===== config.mk =====
export PLATFORM = sky130hd
export DESIGN_NAME = player_input_ctrl
export DESIGN_NICKNAME = d
export VERILOG_FILES = /design/src/rtl/player_input_ctrl.sv
export SDC_FILE = /design/constraint.sdc
export NUM_CORES = 1
export LEC_CHECK = 0
export ABC_AREA = 1
export BUFFER_PORTS_ARGS = -buffer_cell sky130_fd_sc_hd__buf_2
export CAP_MARGIN = 20
export CORE_MARGIN = 2
export CORE_UTILIZATION = 60
export CTS_CLUSTER_DIAMETER = 30
export CTS_CLUSTER_SIZE = 30
export DETAILED_ROUTE_END_ITERATION = 7
export HOLD_SLACK_MARGIN = 0.15
export PLACE_DENSITY = 0.77
export SYNTH_ARGS = -nofsm -noshare
export SYNTH_HDL_FRONTEND = slang
export SYNTH_SLANG_ARGS = --single-unit
export TNS_END_PERCENT = 5

===== constraint.sdc =====
create_clock -name clk -period 1.8 [get_ports clk]
set_input_delay 0.36 -clock clk [delete_from_list [all_inputs] [get_ports clk]]
set_output_delay 0.36 -clock clk [all_outputs]
set_load 0.02 [all_outputs]

===== src/rtl/player_input_ctrl.sv =====
// Per-player button conditioning and choice handshake; optional AUTO_REPEAT_EN macro
// enables hold-to-repeat selection stepping.
module pid_debounce #(
    parameter int CYCLES = 16
) (
    input  logic clk,
    input  logic rst_n,
    input  logic raw,
    output logic level,
    output logic pulse
);
    localparam int CW = $clog2(CYCLES) + 1;

    logic [CW-1:0] cnt;
    logic          s1;
    logic          s2;
    logic          prev;

    always_ff @(posedge clk) begin
        if (!rst_n) begin
            s1    <= 1'b0;
            s2    <= 1'b0;
            prev  <= 1'b0;
            pulse <= 1'b0;
            level <= 1'b0;
            cnt   <= '0;
        end else begin
            s1    <= raw;
            s2    <= s1;
            prev  <= level;
            pulse <= level & ~prev;
            if (s2 == level) begin
                cnt <= '0;
            end else if (cnt == CW'(CYCLES - 1)) begin
                level <= s2;
                cnt   <= '0;
            end else begin
                cnt <= cnt + 1'b1;
            end
        end
    end
endmodule

module player_input_ctrl #(
    parameter int DEBOUNCE_CYCLES = 500000,
    parameter int NUM_CHOICES     = 4,
    parameter int SEL_W           = 2,
    parameter int REPEAT_CYCLES   = 25000000
) (
    input  logic             clk,
    input  logic             rst_n,
    input  logic             en,
    input  logic             sel_btn,
    input  logic             conf_btn,
    output logic [SEL_W-1:0] choice,
    output logic             choice_valid,
    input  logic             choice_ready,
    output logic             sel_pulse,
    output logic             conf_pulse
);
    typedef enum logic [1:0] {
        IDLE,
        SELECT,
        OFFER
    } state_t;

    state_t           state;
    state_t           state_n;
    logic [SEL_W-1:0] choice_n;
    logic             sel_db_pulse;
    logic             sel_ev;

`ifdef AUTO_REPEAT_EN
    logic sel_level;
`endif

    pid_debounce #(.CYCLES(DEBOUNCE_CYCLES)) u_sel (
        .clk   (clk),
        .rst_n (rst_n),
        .raw   (sel_btn),
`ifdef AUTO_REPEAT_EN
        .level (sel_level),
`else
        .level (),
`endif
        .pulse (sel_db_pulse)
    );

    pid_debounce #(.CYCLES(DEBOUNCE_CYCLES)) u_conf (
        .clk   (clk),
        .rst_n (rst_n),
        .raw   (conf_btn),
        .level (),
        .pulse (conf_pulse)
    );

`ifdef AUTO_REPEAT_EN
    localparam int RW = $clog2(REPEAT_CYCLES) + 1;

    logic [RW-1:0] rep_cnt;
    logic          rep_hit;

    // Repeat steps are timed from the press pulse and from each previous step.
    assign rep_hit = (state == SELECT) && sel_level && !sel_db_pulse &&
                     (rep_cnt == RW'(REPEAT_CYCLES - 1));

    always_ff @(posedge clk) begin
        if (!rst_n || state != SELECT || state_n != SELECT ||
            !sel_level || sel_db_pulse || rep_hit) begin
            rep_cnt <= '0;
        end else begin
            rep_cnt <= rep_cnt + 1'b1;
        end
    end

    assign sel_ev = sel_db_pulse | rep_hit;
`else
    assign sel_ev = sel_db_pulse;
`endif

    assign sel_pulse    = sel_ev;
    assign choice_valid = (state == OFFER);

    always_ff @(posedge clk) begin
        if (!rst_n) begin
            state  <= IDLE;
            choice <= '0;
        end else begin
            state  <= state_n;
            choice <= choice_n;
        end
    end

    always_comb begin
        state_n  = state;
        choice_n = choice;
        unique case (state)
            IDLE: begin
                if (en) begin
                    state_n  = SELECT;
                    choice_n = '0;
                end
            end
            SELECT: begin
                if (!en) begin
                    state_n = IDLE;
                end else if (conf_pulse) begin
                    state_n = OFFER;
                end else if (sel_ev) begin
                    if (choice == SEL_W'(NUM_CHOICES - 1)) begin
                        choice_n = '0;
                    end else begin
                        choice_n = choice + 1'b1;
                    end
                end
            end
            OFFER: begin
                if (choice_ready) begin
                    state_n = IDLE;
                end
            end
            default: state_n = IDLE;
        endcase
    end
endmodule


## After elaboration in Yosys (flattened, before gate mapping)

Index checks and enable logic that the tools add are counted.

- Bits in registers: 54
- Input port bits: 6
- Output and inout bits: 5
- Logic and storage cells: 56

- $add $sub $neg: 3
- Equality and inequality tests: 13
- Multiplexer cells: 11
- Bitwise logic cells: 7
- Reduce and logical (&&, ||, !) cells: 8

Operator list:

| cell | number |
|---|---|
| 20-bit by 1-bit adder with 20-bit output (second input constant) | 2 |
| 20-bit by 19-bit equality test with 1-bit output (second input constant) | 2 |
| 2-bit two-way mux | 9 |
| 2-bit != test (second input constant) | 3 |
| 2-bit case mux with 3 select lines | 1 |
| 3-bit OR reduction | 2 |
| 1-bit NOT | 5 |
| 5-bit AND reduction | 1 |
| 2-bit equality test (second input constant) | 2 |
| 2-bit by 1-bit != test with 1-bit output (second input constant) | 2 |
| 2-bit case mux with 2 select lines | 1 |
| 2-bit AND reduction | 2 |
| 3-bit by 2-bit != test with 1-bit output (second input constant) | 1 |
| 3-bit AND reduction | 1 |
| 2-bit by 1-bit adder with 2-bit output (second input constant) | 1 |
| 1-bit AND | 2 |
| 1-bit equality test | 2 |
| 2-bit by 1-bit equality test with 1-bit output (second input constant) | 1 |
| 2-bit zero test | 1 |
| 2-bit nonzero test | 1 |

## Longest topological paths before layout

Gate-level depths: netlist of run 1.

- Depth after elaboration: 6
- Gate-level depth with buffers: 8
- Depth with buffers taken out: 8

## Modules after synthesis

A second synthesis of run 1 with hierarchy kept.

- Cells, all modules: 383
- Area total of the unflattened synthesis: 2732.6 µm²

By module, submodules not included:

| module | times used | cells each | area each (µm²) | sequential area each (µm²) |
|---|---|---|---|---|
| pid_debounce | 2 | 174 | 1255.0 | 500.5 |
| player_input_ctrl | 1 | 35 | 222.7 | 80.1 |

## Worst setup path before layout of run 1

No wires, ideal clock.

- Path kind: register -> register
- Start point: reg u_conf.cnt[0]
- End point: reg u_conf.cnt[10]
- Setup time: 0.115 ns
- Arrival time: 1.256 ns
- Required time: 1.685 ns
- Slack: 0.429 ns
- Stages on the path, launching flop included: 8
- Buffers on the path: 1
- Period minus slack after synthesis: 1.371 ns
- Path through: dfxtp_1 > ha_1 > nand3_1 > nor2_2 > nand3_4 > nand2_4 > buf_12 > nor2_2

- Longest elaborated chain between the ends: 2
- Elaborated cells between the ends (all ways): 3
- Classes of those cells: add/sub (1); eq/ne (1); reduce/logical (1)

Ends and longest elaborated chain:

| item | line | text |
|---|---|---|
| start, declared | 14 | `logic [CW-1:0] cnt;` |
| start signal, assigned | 38 | `cnt <= cnt + 1'b1;` |
| branches (longest 2 deep; another with 20-bit by 1-bit adder with 20-bit output) | n/a |  |

Parallel ways; which one is timed is not known.
A chain may end at the register's enable or synchronous reset.

## Final worst setup path of run 1

- Start point: reg u_sel.cnt[0]
- End point: reg u_sel.cnt[12]

- Longest elaborated chain between the ends: 2
- Elaborated cells between the ends (all ways): 3
- Classes of those cells: add/sub (1); eq/ne (1); reduce/logical (1)

Ends and longest elaborated chain:

| item | line |
|---|---|
| start, declared | 14 |
| start signal, assigned | 38 |
| branches (longest 2 deep; another with 20-bit by 1-bit adder with 20-bit output) | n/a |

Parallel ways; which one is timed is not known.

==> results of run 1 <==
[metal layers]
metal,track usage [%],part of all wire [%],vias up
li1,-,-,1243
met1,26.3,47,1041
met2,35.9,49,36
met3,4.08,3.3,6
met4,8.18,1.1,0
met5,0,0,-
[area by class of cell]
| cell class | count | area (µm²) |
|---|---|---|
| clock buffer | 5 | 68.8 |
| inverter | 43 | 161 |
| tap | 52 | 65.1 |
| clock inverter | 3 | 68.8 |
| timing repair buffer | 10 | 50.0 |
| sequential | 54 | 1080 |
| fill | 389 | 1440 |
| multi-input combinational | 286 | 1450 |
[cells in the final DEF (no fill, tap or decap), drive strengths merged, types with 5 or more instances in the layout]
master,Yosys,layout
inv,43,43
nand3,32,32
clkbuf,1,5
dfxtp,54,54
a21oi,21,21
nand2,87,87
nand4,10,10
xnor2,6,6
xor2,10,10
nor2,101,101
buf,4,10
[stage by stage]
stage / cell area, µm² / util, % / std cells / hold WS, ps
6_report: 2950 / 67.2 / 453 / 224
3_5_place_dp: 2810 / 64.1 / 445 / 377
4_1_cts: 2950 / 67.2 / 453 / 215
5_1_grt: 2950 / 67.2 / 453 / 217
2_1_floorplan: 2750 / - / 388 / 368
3_3_place_gp: 2810 / 64.1 / 445 / 372
[worst max path at each step]
stage / startpoint / end / slack (ps) / cells past startpoint
2_1_floorplan: u_conf.cnt[0] / u_conf.cnt[10] / 430 / 7
3_5_place_dp: u_sel.cnt[0] / u_sel.cnt[12] / 270 / 7
5_1_grt: u_sel.cnt[0] / u_sel.cnt[13] / 150 / 6
3_3_place_gp: u_sel.cnt[0] / u_sel.cnt[9] / 310 / 6
6_report: u_sel.cnt[0] / u_sel.cnt[12] / 260 / 7
4_1_cts: u_sel.cnt[0] / u_sel.cnt[12] / 260 / 7
[worst reg2reg max path, stage by stage (launching register included)]
cell and delay (ps):
dfxtp_1 410, ha_1 220, nand2_2 100, nor2_4 180, nand2_1 130, nor2_2 160, xor2_1 210, nor2_2 40
[report_power, final]
group | leakage [nW] | internal (W) | switching, W
sequential | 0.436 | 0.00120 | 0.00000723
combinational | 0.469 | 0.0000156 | 0.0000302
clock | 0.0683 | 0.000557 | 0.000400
total | 0.974 | 0.00178 | 0.000437
[registers in the layout (all words and copies together), names as in the netlist]
name          cells
u_sel.s1          1
u_sel.s2          1
choice            2
u_conf.level      1
u_sel.cnt        20
u_sel.pulse       1
u_conf.pulse      1
u_conf.s1         1
u_conf.s2         1
u_conf.prev       1
u_sel.level       1
u_sel.prev        1
state             2
u_conf.cnt       20
[logic make-up after synthesis]
family	Yosys count
buf+inv	48
flops	54
compound gates	29
simple gates	238
xor+xnor	16
fa+ha+maj	3
==> summary.txt, run 1 <==
Global route
  • Grt ovf: 0
  • Antenna violations before repair: 0
  • Vias in the first global route: between 2000 and 2500
  • Total GRT Usage: 21.1%
  • First-pass GRT wire length: 8830 µm
  • Largest net degree at the start of global routing: 18

Yosys
  • Netlist cell types: 30
  • Post-synth ARST share: 0%
  • Simple-Gate Fraction of Synth Area: 40.3%
  • Cells after synthesis: 388
  • Post-synthesis adder-cell area fraction: 1.37%
  • Most numerous cell in the Yosys netlist: nand2_1
  • Post-Syn Area: around 2700 µm²
  • Mux contribution to synthesized area: 0%
  • Synth top area share: approximately 40%
  • Top cells by area, synth: dfxtp_1 39%, nand2_1 11%, nor2_1 9.8%, nor2_2 6.1%, inv_1 5.7%
  • Seq/Total Area, Yosys: between 30% and 40%
  • Complex-gate fraction of the synthesized area: under 10%
  • Post-synth top area cell: dfxtp_1
  • Top FF cell, synth: dfxtp_1
  • Synthesized area per cell: 7.08 µm²
  • Largest family of logic cells by synthesized area: simple AND/OR/NAND/NOR gates
  • Synth top cells by count: 82 x nand2_1, 72 x nor2_1, 54 x dfxtp_1, 42 x inv_1, 30 x nand3_1
  • #FFs+latches synth: between 50 and 60
  • Post-synth EDFFs: 0
  • Synthesis warning total: 0
  • Post-Syn Nets: 397
  • Synth Area in XOR/XNOR: 5.10%

Detailed routing
  • Iteration-0 DRC Markers: 129
  • Post-DRT Antenna Nets: 0
  • Via count: around 2300
  • Per-cell routed wire length: roughly 11 µm
  • DR vias/cell: 5.13
  • Total wire length: 5050 µm
  • DRC errors left: 0
  • First-pass detailed-route iteration total: 5

Clocking
  • Clk_lat worst skew: slightly above 300 ps
  • CTS Root Cell: clkbuf_8
  • Inserted Clock Buffers: 5
  • CTS Hold Bufs: 0
  • H-tree levels: 2
  • CTS resizes: 0
  • Setup bufs post-CTS: 0
  • Clk slew on worst S/H paths: about 100 ps
  • CTS Sinks: 54
  • Longest Clk Path Bufs: 2
  • TritonCTS clock tree: done

Worst setup path
  • WP data required: 2010 ps
  • Cell Chain, Critical Path: ha_1, nand2_2, nor2_4, nand2_1, nor2_2, xor2_1, nor2_2
  • Kind of critical path: reg -> reg
  • Critical path's largest stage delay: 410 ps
  • Worst r2r path cells: 7
  • Crit path capture type: register
  • Worst Path Max Fanout: 6
  • Reg-to-Reg End: u_sel.cnt[12]
  • Worst EP arrival: 1750 ps
  • Reg-to-Reg Start: u_sel.cnt[0]
  • CP bufs+invs: 0
  • Startpoint types: register
  • Reg-to-reg slack, setup: 260 ps
  • Crit path max-delay family: simple AND/OR/NAND/NOR gates
  • Slowest CP cell: dfxtp_1
  • CP most frequent cell: nor2_2

Power
  • Final Total Pwr: 0.00221 W
  • PwrDens: ~750 nW/µm²
  • Leak: 0.974 nW
  • Max IR drop VDD: 0.528 mV

Die
  • CORE AREA: 4380 µm²
  • Die area: 5140 µm²
  • Width of the die: 71.7 µm
  • Rows: 24
  • Initial Util: 62.7%
  • Boundary Pins: 11
  • Die H: 71.7 µm

Timing
  • Clock Skew: 9.82 ps
  • Hold Violations, Final: 0
  • RSZ-0062 raised after global routing: false
  • Max-slew violation count: 0
  • Worst relative slew slack: 77.8%
  • Final setup margin: about 260 ps
  • Final setup violation count: 0
  • Worst Tran Pin Value: approximately 330 ps
  • Tmin final: between 1500 and 2000 ps
  • Setup TNS: 0 ps
  • Fmax: 649 MHz
  • Final Cycle Share: a little under nine tenths

Place
  • Routability congestion estimate: around 0.88
  • Buffers added on ports: 10
  • Place WS: 267 ps
  • DP HPWL: around 3800 µm

Finish
  • Antenna diodes: 0
  • Nets: 409
  • Area Overhead vs Synth: 7.24%
  • Share of cells above drive strength 1: 14.5%

Hold path
  • Worst hold path stage count: 2
  • Hold path startpoint: choice_ready
  • HP Class: in -> reg
  • Worst hold path endpoint: state[1]

Run status
  • Status: finished, final reports clean

Run
  • Reported max-cap violation count: 0
No activity file was read; power rests on OpenSTA's default activity.
==> run 2, diff against run 1 <==
Settings changed: ABC_AREA 1 to default.
==> run 2 against run 1 <==
Compared with the run above:
- register-to-register slack got worse by 190 ps
- clock skew fell by 4.4 ps
- worst hold slack improved by 31 ps
- die area fell by 14%
- synthesized area fell by 14%
- synthesized cell count fell by 31%
- non-clock buffer count rose by 16
==> summary.txt, run 2 <==
Run status
  • Status: finished, final reports clean (unchanged)

Clocking
  • Longest Clk Path Bufs: 2 (unchanged)
  • Setup bufs post-CTS: 0 (unchanged)
  • CTS Hold Bufs: 0 (unchanged)
  • CTS Root Cell: clkbuf_8 (unchanged)
  • CTS Sinks: 54 (unchanged)
  • TritonCTS clock tree: done (unchanged)
  • Inserted Clock Buffers: 5 (unchanged)
  • H-tree levels: 2 (unchanged)
  • Clk slew on worst S/H paths: 100 ps (about the same)
  • Clk_lat worst skew: 310 ps (about the same)

Place
  • Buffers added on ports: 10 (unchanged)
  • Routability congestion estimate: 0.820 (was 0.885)
  • DP HPWL: 3170 µm (was 3790 µm)
  • Area after DPL: 2550 µm² (was 2810 µm²)
  • Place WS: 9.77 ps (was 267 ps)

Worst setup path
  • Capture point of the worst path: u_sel.cnt[18] (was u_sel.cnt[12])
  • Crit path launch: u_sel.cnt[1] (was u_sel.cnt[0])
  • Reg-to-Reg Start: u_sel.cnt[1] (was u_sel.cnt[0])
  • Crit path capture type: register (unchanged)
  • Reg-to-reg slack, setup: 70 ps (was 260 ps)
  • WP data required: 2040 ps (was 2010 ps)
  • Reg-to-Reg End: u_sel.cnt[18] (was u_sel.cnt[12])
  • Worst r2r path cells: 5 (was 7)
  • Worst Path Max Fanout: 3 (was 6)
  • Kind of critical path: reg -> reg (unchanged)
  • Startpoint types: register (unchanged)
  • Worst EP arrival: 1980 ps (was 1750 ps)

Timing
  • Hold Violations, Final: 0 (unchanged)
  • Clock Skew: 5.42 ps (was 9.82 ps)
  • Tmin final: 1730 ps (was 1540 ps)
  • Max-slew violation count: 0 (unchanged)
  • RSZ-0062 raised after global routing: false (unchanged)
  • Final Cycle Share: 96.3% (was 85.6%)
  • Worst relative slew slack: 77.6% (was 77.8%)
  • Fmax: 577 MHz (was 649 MHz)
  • Final setup violation count: 0 (unchanged)
  • Setup TNS: 0 ps (unchanged)
  • Worst Tran Pin Value: 333 ps (was 332 ps)
  • Final setup margin: 67.2 ps (was 260 ps)

Power
  • Pint: 0.00154 W (was 0.00178 W)
  • Switch share: 21.5% (was 19.8%)
  • Leak: 0.908 nW (was 0.974 nW)
  • Clock share of power: 36.4% (was 43.3%)
  • PwrDens: 731 nW/µm² (was 751 nW/µm²)
  • Final Total Pwr: 0.00196 W (was 0.00221 W)
  • Reported net switching power: 0.000422 W (was 0.000437 W)
  • Flop pwr share: 61.6% (was 54.7%)
  • Comb power frac: 2.0% (was 2.1%)
  • Max IR drop VDD: 0.480 mV (was 0.528 mV)

Finish
  • Filler cells: 299 (was 389)
  • Area Overhead vs Synth: 13.8% (was 7.24%)
  • Commonest non-fill, non-tap cell in the layout: dfxtp_1 (was nand2_1)
  • Nets: 299 (was 409)
  • Share of cells above drive strength 1: 15.5% (was 14.5%)
  • Finished Cell Area: 2680 µm² (was 2950 µm²)
  • Biggest regs: u_conf.cnt: 20 flops, u_sel.cnt: 20 flops (unchanged)
  • Antenna diodes: 0 (unchanged)
  • Most frequent cells in the layout: 52 x dfxtp_1, 36 x nor2_1, 16 x buf_4 (was 82 x nand2_1, 72 x nor2_1, 54 x dfxtp_1)

Die
  • CORE AREA: 3720 µm² (was 4380 µm²)
  • Boundary Pins: 11 (unchanged)
  • Die H: 66.6 µm (was 71.7 µm)
  • Die area: 4440 µm² (was 5140 µm²)
  • Width of the die: 66.6 µm (was 71.7 µm)
  • Rows: 22 (was 24)
  • Initial Util: 63.4% (was 62.7%)

Run
  • Reported max-cap violation count: 0 (unchanged)

Detailed routing
  • Total wire length: 4410 µm (was 5050 µm)
  • Post-DRT Antenna Nets: 0 (unchanged)
  • DR vias/cell: 5.56 (was 5.13)
  • Via count: 1885 (was 2326)
  • Per-cell routed wire length: 13.0 µm (was 11.1 µm)
  • Iteration-0 DRC Markers: 71 (was 129)
  • DRC errors left: 0 (unchanged)
  • First-pass detailed-route iteration total: 5 (unchanged)

Yosys
  • Post-synth ARST share: 0% (unchanged)
  • Synthesized area per cell: 8.85 µm² (was 7.08 µm²)
  • Cells after synthesis: 266 (was 388)
  • Post-Syn Area: 2350 µm² (was 2750 µm²)
  • Seq/Total Area, Yosys: 45.9% (was 39.3%)
  • Top cells by area, synth: dfxtp_1 46%, nor2_1 5.7%, xnor2_1 5.2%, xor2_1 4.8%, nand4_1 3.7% (was dfxtp_1 39%, nand2_1 11%, nor2_1 9.8%, nor2_2 6.1%, inv_1 5.7%)
  • Synth top area share: 45.9% (was 39.3%)
  • Post-synth EDFFs: 0 (unchanged)
  • Post-synth top area cell: dfxtp_1 (unchanged)
  • Post-Syn Nets: 275 (was 397)
  • Most numerous cell in the Yosys netlist: dfxtp_1 (was nand2_1)
  • Synth top cells by count: 54 x dfxtp_1, 36 x nor2_1, 15 x nand2_1, 14 x nand4_1, 14 x xnor2_1 (was 82 x nand2_1, 72 x nor2_1, 54 x dfxtp_1, 42 x inv_1, 30 x nand3_1)
  • Synthesis warning total: 0 (unchanged)
  • #FFs+latches synth: 54 (unchanged)
  • Top FF cell, synth: dfxtp_1 (unchanged)
  • Netlist cell types: 35 (was 30)

Global route
  • Total GRT Usage: 22.9% (was 21.1%)
  • First-pass GRT wire length: 7760 µm (was 8830 µm)
  • Largest net degree at the start of global routing: 21 (was 18)
  • Antenna violations before repair: 0 (unchanged)
  • Grt ovf: 0 (unchanged)
  • Vias in the first global route: 1806 (was 2098)

Hold path
  • HP Class: in -> reg (unchanged)
run 2: changes by cell type after synthesis, sizes merged, moves of 6 or more:
cell   delta
nand2    -72
nor2     -65
inv      -31
nand3    -21
or3      +10
a21oi     -8
xnor2     +8
nor4      +6
or4       +6
run 2: cells by family after synthesis:
family                   Yosys count  share of synthesized area (%)
flip-flops                        54                           45.9
buffers and inverters             21                           3.51
multiplexers                       3                           1.28
adder cells (fa/ha/maj)            3                           1.59
AND/OR/NAND/NOR                  131                           31.2
XOR/XNOR                          27                           10.0
AO/OA/AOI/OAI                     27                           6.48
run 2: final cells by class:
cell class / instances / area (µm²) / share of cell area, %
multi-input cells: 191 / 1220 / 45.6
flip-flops and latches: 54 / 1080 / 40.4
clock buffers: 6 / 82.6 / 3.08
inverters: 12 / 45.0 / 1.68
well taps: 48 / 60.1 / 2.24
clock inverters: 2 / 16.3 / 0.607
repair buffers: 26 / 170 / 6.35
run 2: power groups by stage:
stage               Sequential, W  Combinational (W)  Clock, W
floorplan                 0.00123          0.0000218         0
global placement          0.00123          0.0000375         0
detailed placement        0.00123          0.0000385         0
CTS                       0.00121          0.0000389  0.000734
global route              0.00121          0.0000436  0.000786
finish                    0.00121          0.0000385  0.000713
run 2: what timing repair did:
item | CTS | global route
setup endpoints to repair | 1 | 12
gates cloned | 0 | 0
resized for setup | 2 | 5
pin swaps | 0 | 0
run 2: metal layers:
metal  up-vias  global-route usage, %  wire length [µm]
li1        983                      -                 -
met1       866                   29.7              2150
met2        28                   36.8              2030
met3         8                   5.07               156
met4         0                   9.44                68
met5         -                      0                 0
run 2: worst min path at each step:
stage	slack [ps]	cells past startpoint	end	start
2_1_floorplan	370	1	u_conf.pulse	u_conf.prev
3_3_place_gp	370	1	u_conf.pulse	u_conf.prev
3_5_place_dp	380	1	u_conf.pulse	u_conf.prev
4_1_cts	250	2	u_conf.s1	conf_btn
5_1_grt	250	2	u_conf.s1	conf_btn
6_report	250	2	u_conf.s1	conf_btn
run 2: stage by stage:
stage / utilization, % / hold WS (ps) / cells
2_1_floorplan: - / 368 / 266
3_5_place_dp: 68.7 / 381 / 331
4_1_cts: 71.7 / 247 / 339
6_report: 72.1 / 254 / 339
3_3_place_gp: 68.7 / 370 / 331
5_1_grt: 72.1 / 251 / 339
run 2: critical path, stage by stage (launching register included):
cell and delay [ps]:
dfxtp_2 370, ha_4 150, nand4_4 100, or4_4 550, or3_1 330, a21oi_1 160
==> run 3, diff against run 2 <==
Settings changed: SETUP_SLACK_MARGIN from default to 0.1.
==> run 3 against run 2 <==
Compared with the run above:
- total power is 0.42% higher
- worst setup slack improved by 67 ps
- clock-buffer cell count did not move
- first-iteration DRC count up 85%
- core utilization rose by 1.4 points
- final area up 2.0%
- critical path depth shrank 1
- via count grew 3.4%
- worst hold slack improved by 1.9 ps
- register-to-register slack improved by 70 ps
- clock power rose by 0.6%
- global-route usage is 0.16 points higher
- largest cell class unchanged
- largest power group unchanged
==> summary.txt, run 3 (synthesis results as in run 2) <==
Run status
  • Status: finished, final reports clean (unchanged)

Finish
  • Area Overhead vs Synth: 16.0% (was 13.8%)
  • Biggest regs: u_conf.cnt: 20 flops, u_sel.cnt: 20 flops (unchanged)
  • Nets: 299 (unchanged)
  • Non-filler cells, final: 339 (unchanged)
  • Most frequent cells in the layout: 51 x dfxtp_1, 36 x nor2_1 (was 52 x dfxtp_1, 36 x nor2_1, 16 x buf_4)
  • Commonest non-fill, non-tap cell in the layout: dfxtp_1 (unchanged)
  • Share of cells above drive strength 1: 17.9% (was 15.5%)
  • Antenna diodes: 0 (unchanged)

Place
  • DP HPWL: 3170 µm (about the same)
  • Routability congestion estimate: 0.774 (was 0.820)
  • Cell count after placement: 327 (was 331)
  • Buffers added on ports: 10 (unchanged)

Timing
  • Worst Tran Pin Value: 349 ps (was 333 ps)
  • Setup TNS: 0 ps (unchanged)
  • RSZ-0062 raised after global routing: true (was false)
  • Clock Skew: 14.0 ps (was 5.42 ps)
  • Final Cycle Share: 92.5% (was 96.3%)
  • Tmin final: 1670 ps (was 1730 ps)
  • Worst relative slew slack: 76.5% (was 77.6%)
  • Final setup violation count: 0 (unchanged)
  • Max-slew violation count: 0 (unchanged)
  • Hold Violations, Final: 0 (unchanged)
  • Fmax: 600 MHz (was 577 MHz)

Die
  • Initial Util: 63.4% (unchanged)
  • Die H: 66.6 µm (unchanged)
  • Die area: 4440 µm² (unchanged)
  • Rows: 22 (unchanged)
  • Boundary Pins: 11 (unchanged)
  • CORE AREA: 3720 µm² (unchanged)
  • Width of the die: 66.6 µm (unchanged)

Power
  • PwrDens: 720 nW/µm² (was 731 nW/µm²)
  • Reported net switching power: 0.000428 W (was 0.000422 W)
  • Switch share: 21.8% (was 21.5%)
  • Comb power frac: 2.2% (was 2.0%)
  • Max IR drop VDD: 0.545 mV (was 0.480 mV)
  • Clock share of power: 36.5% (was 36.4%)
  • Pint: 0.00154 W (about the same)
  • Leak: 0.917 nW (was 0.908 nW)
  • Flop pwr share: 61.3% (was 61.6%)

Detailed routing
  • Per-cell routed wire length: 13.9 µm (was 13.0 µm)
  • First-pass detailed-route iteration total: 4 (was 5)
  • DRC errors left: 0 (unchanged)
  • Total wire length: 4720 µm (was 4410 µm)
  • DR vias/cell: 5.75 (was 5.56)
  • Iteration-0 DRC Markers: 131 (was 71)
  • Post-DRT Antenna Nets: 0 (unchanged)
  • Via count: 1949 (was 1885)

Global route
  • Largest net degree at the start of global routing: 21 (unchanged)
  • Antenna violations before repair: 0 (unchanged)
  • Total GRT Usage: 23.1% (was 22.9%)
  • Vias in the first global route: 1797 (was 1806)
  • First-pass GRT wire length: 7870 µm (was 7760 µm)
  • Grt ovf: 0 (unchanged)

Clocking
  • CTS Root Cell: clkbuf_8 (unchanged)
  • Clk slew on worst S/H paths: 100 ps (about the same)
  • Inserted Clock Buffers: 5 (unchanged)
  • Longest Clk Path Bufs: 2 (unchanged)
  • CTS Sinks: 54 (unchanged)
  • Clk_lat worst skew: 310 ps (about the same)
  • H-tree levels: 2 (unchanged)
  • TritonCTS clock tree: done (unchanged)

Worst setup path
  • Worst EP arrival: 1910 ps (was 1980 ps)
  • Crit path capture type: register (unchanged)
  • CP bufs+invs: 0 (unchanged)
  • Critical path's largest stage delay: 440 ps (was 550 ps)
  • Kind of critical path: reg -> reg (unchanged)
  • Reg-to-Reg End: u_sel.cnt[19] (was u_sel.cnt[18])
  • Worst r2r path cells: 4 (was 5)
  • Reg-to-reg slack, setup: 130 ps (was 70 ps)
  • WP data required: 2050 ps (was 2040 ps)
  • Slowest CP cell: dfxtp_1 (was or4_4)
  • Startpoint types: register (unchanged)
  • Reg-to-Reg Start: u_sel.cnt[12] (was u_sel.cnt[1])
  • Crit path max-delay family: simple AND/OR/NAND/NOR gates (unchanged)
  • Cell Chain, Critical Path: nand3_1, or3_4, or4_1, a21oi_1 (was ha_4, nand4_4, or4_4, or3_1, a21oi_1)
  • Worst Path Max Fanout: 6 (was 3)

Hold path
  • Hold path startpoint: sel_btn (was conf_btn)
  • Worst hold path stage count: 2 (unchanged)
  • HP Class: in -> reg (unchanged)
  • Worst hold path endpoint: u_sel.s1 (was u_conf.s1)

Run
  • Reported max-cap violation count: 0 (unchanged)
## run 3: power by group through the flow
stage	Combinational, W	Sequential [W]	Clock, W
3_5_place_dp	0.0000397	0.00123	0
3_3_place_gp	0.0000393	0.00123	0
2_1_floorplan	0.0000219	0.00124	0
6_report	0.0000428	0.00121	0.000717
5_1_grt	0.0000478	0.00121	0.000786
4_1_cts	0.0000399	0.00121	0.000735
## run 3: what timing repair did
action,CTS,global route
endpoints found under the setup margin,2,23
gates resized for setup,2,13
cloned,0,1
pin swaps,0,4
buffers inserted,0,3
hold buffers,0,0
## run 3: metrics by stage
stage               total power [W]  hold WS, ps  util (%)  area (µm²)  setup slack, ps
floorplan                   0.00126          368         -        2370              124
global placement            0.00127          371      68.6        2550              141
detailed placement          0.00127          376      68.6        2550             81.3
CTS                         0.00198          248      71.4        2660              101
global route                0.00204          255      73.5        2730             70.0
finish                      0.00197          256      73.5        2730              135
## run 3: worst max path at each step
stage	startpoint	endpoint	slack, ps	cells past startpoint
6_report	u_sel.cnt[12]	u_sel.cnt[19]	130	4
4_1_cts	u_sel.cnt[0]	u_sel.cnt[18]	100	5
3_3_place_gp	u_sel.cnt[8]	u_sel.cnt[19]	140	4
5_1_grt	u_sel.cnt[5]	u_sel.cnt[18]	70	4
2_1_floorplan	u_sel.cnt[1]	u_sel.cnt[18]	120	5
3_5_place_dp	u_sel.cnt[8]	u_sel.cnt[19]	80	4
## run 3: worst reg2reg max path: stages, from the launching register on
cell	delay (ps)
dfxtp_1	440
nand3_1	150
or3_4	430
or4_1	420
a21oi_1	160
## run 3: layout make-up
type / count / area (µm²)
flip-flops and latches: 54 / 1090
multi-input cells: 191 / 1250
repair buffers: 26 / 186
fillers: 273 / 985
clock buffers: 6 / 82.6
inverters: 12 / 45.0
clock inverters: 2 / 16.3
well taps: 48 / 60.1
## run 3: metal layers
| metal | global-route usage [%] | wire length [µm] | up-vias |
|---|---|---|---|
| met1 | 29.4 | 2210 | 913 |
| li1 | - | - | 977 |
| met4 | 6.89 | 75 | 0 |
| met3 | 7.09 | 275 | 7 |
| met5 | 0 | 0 | - |
| met2 | 37.4 | 2150 | 52 |
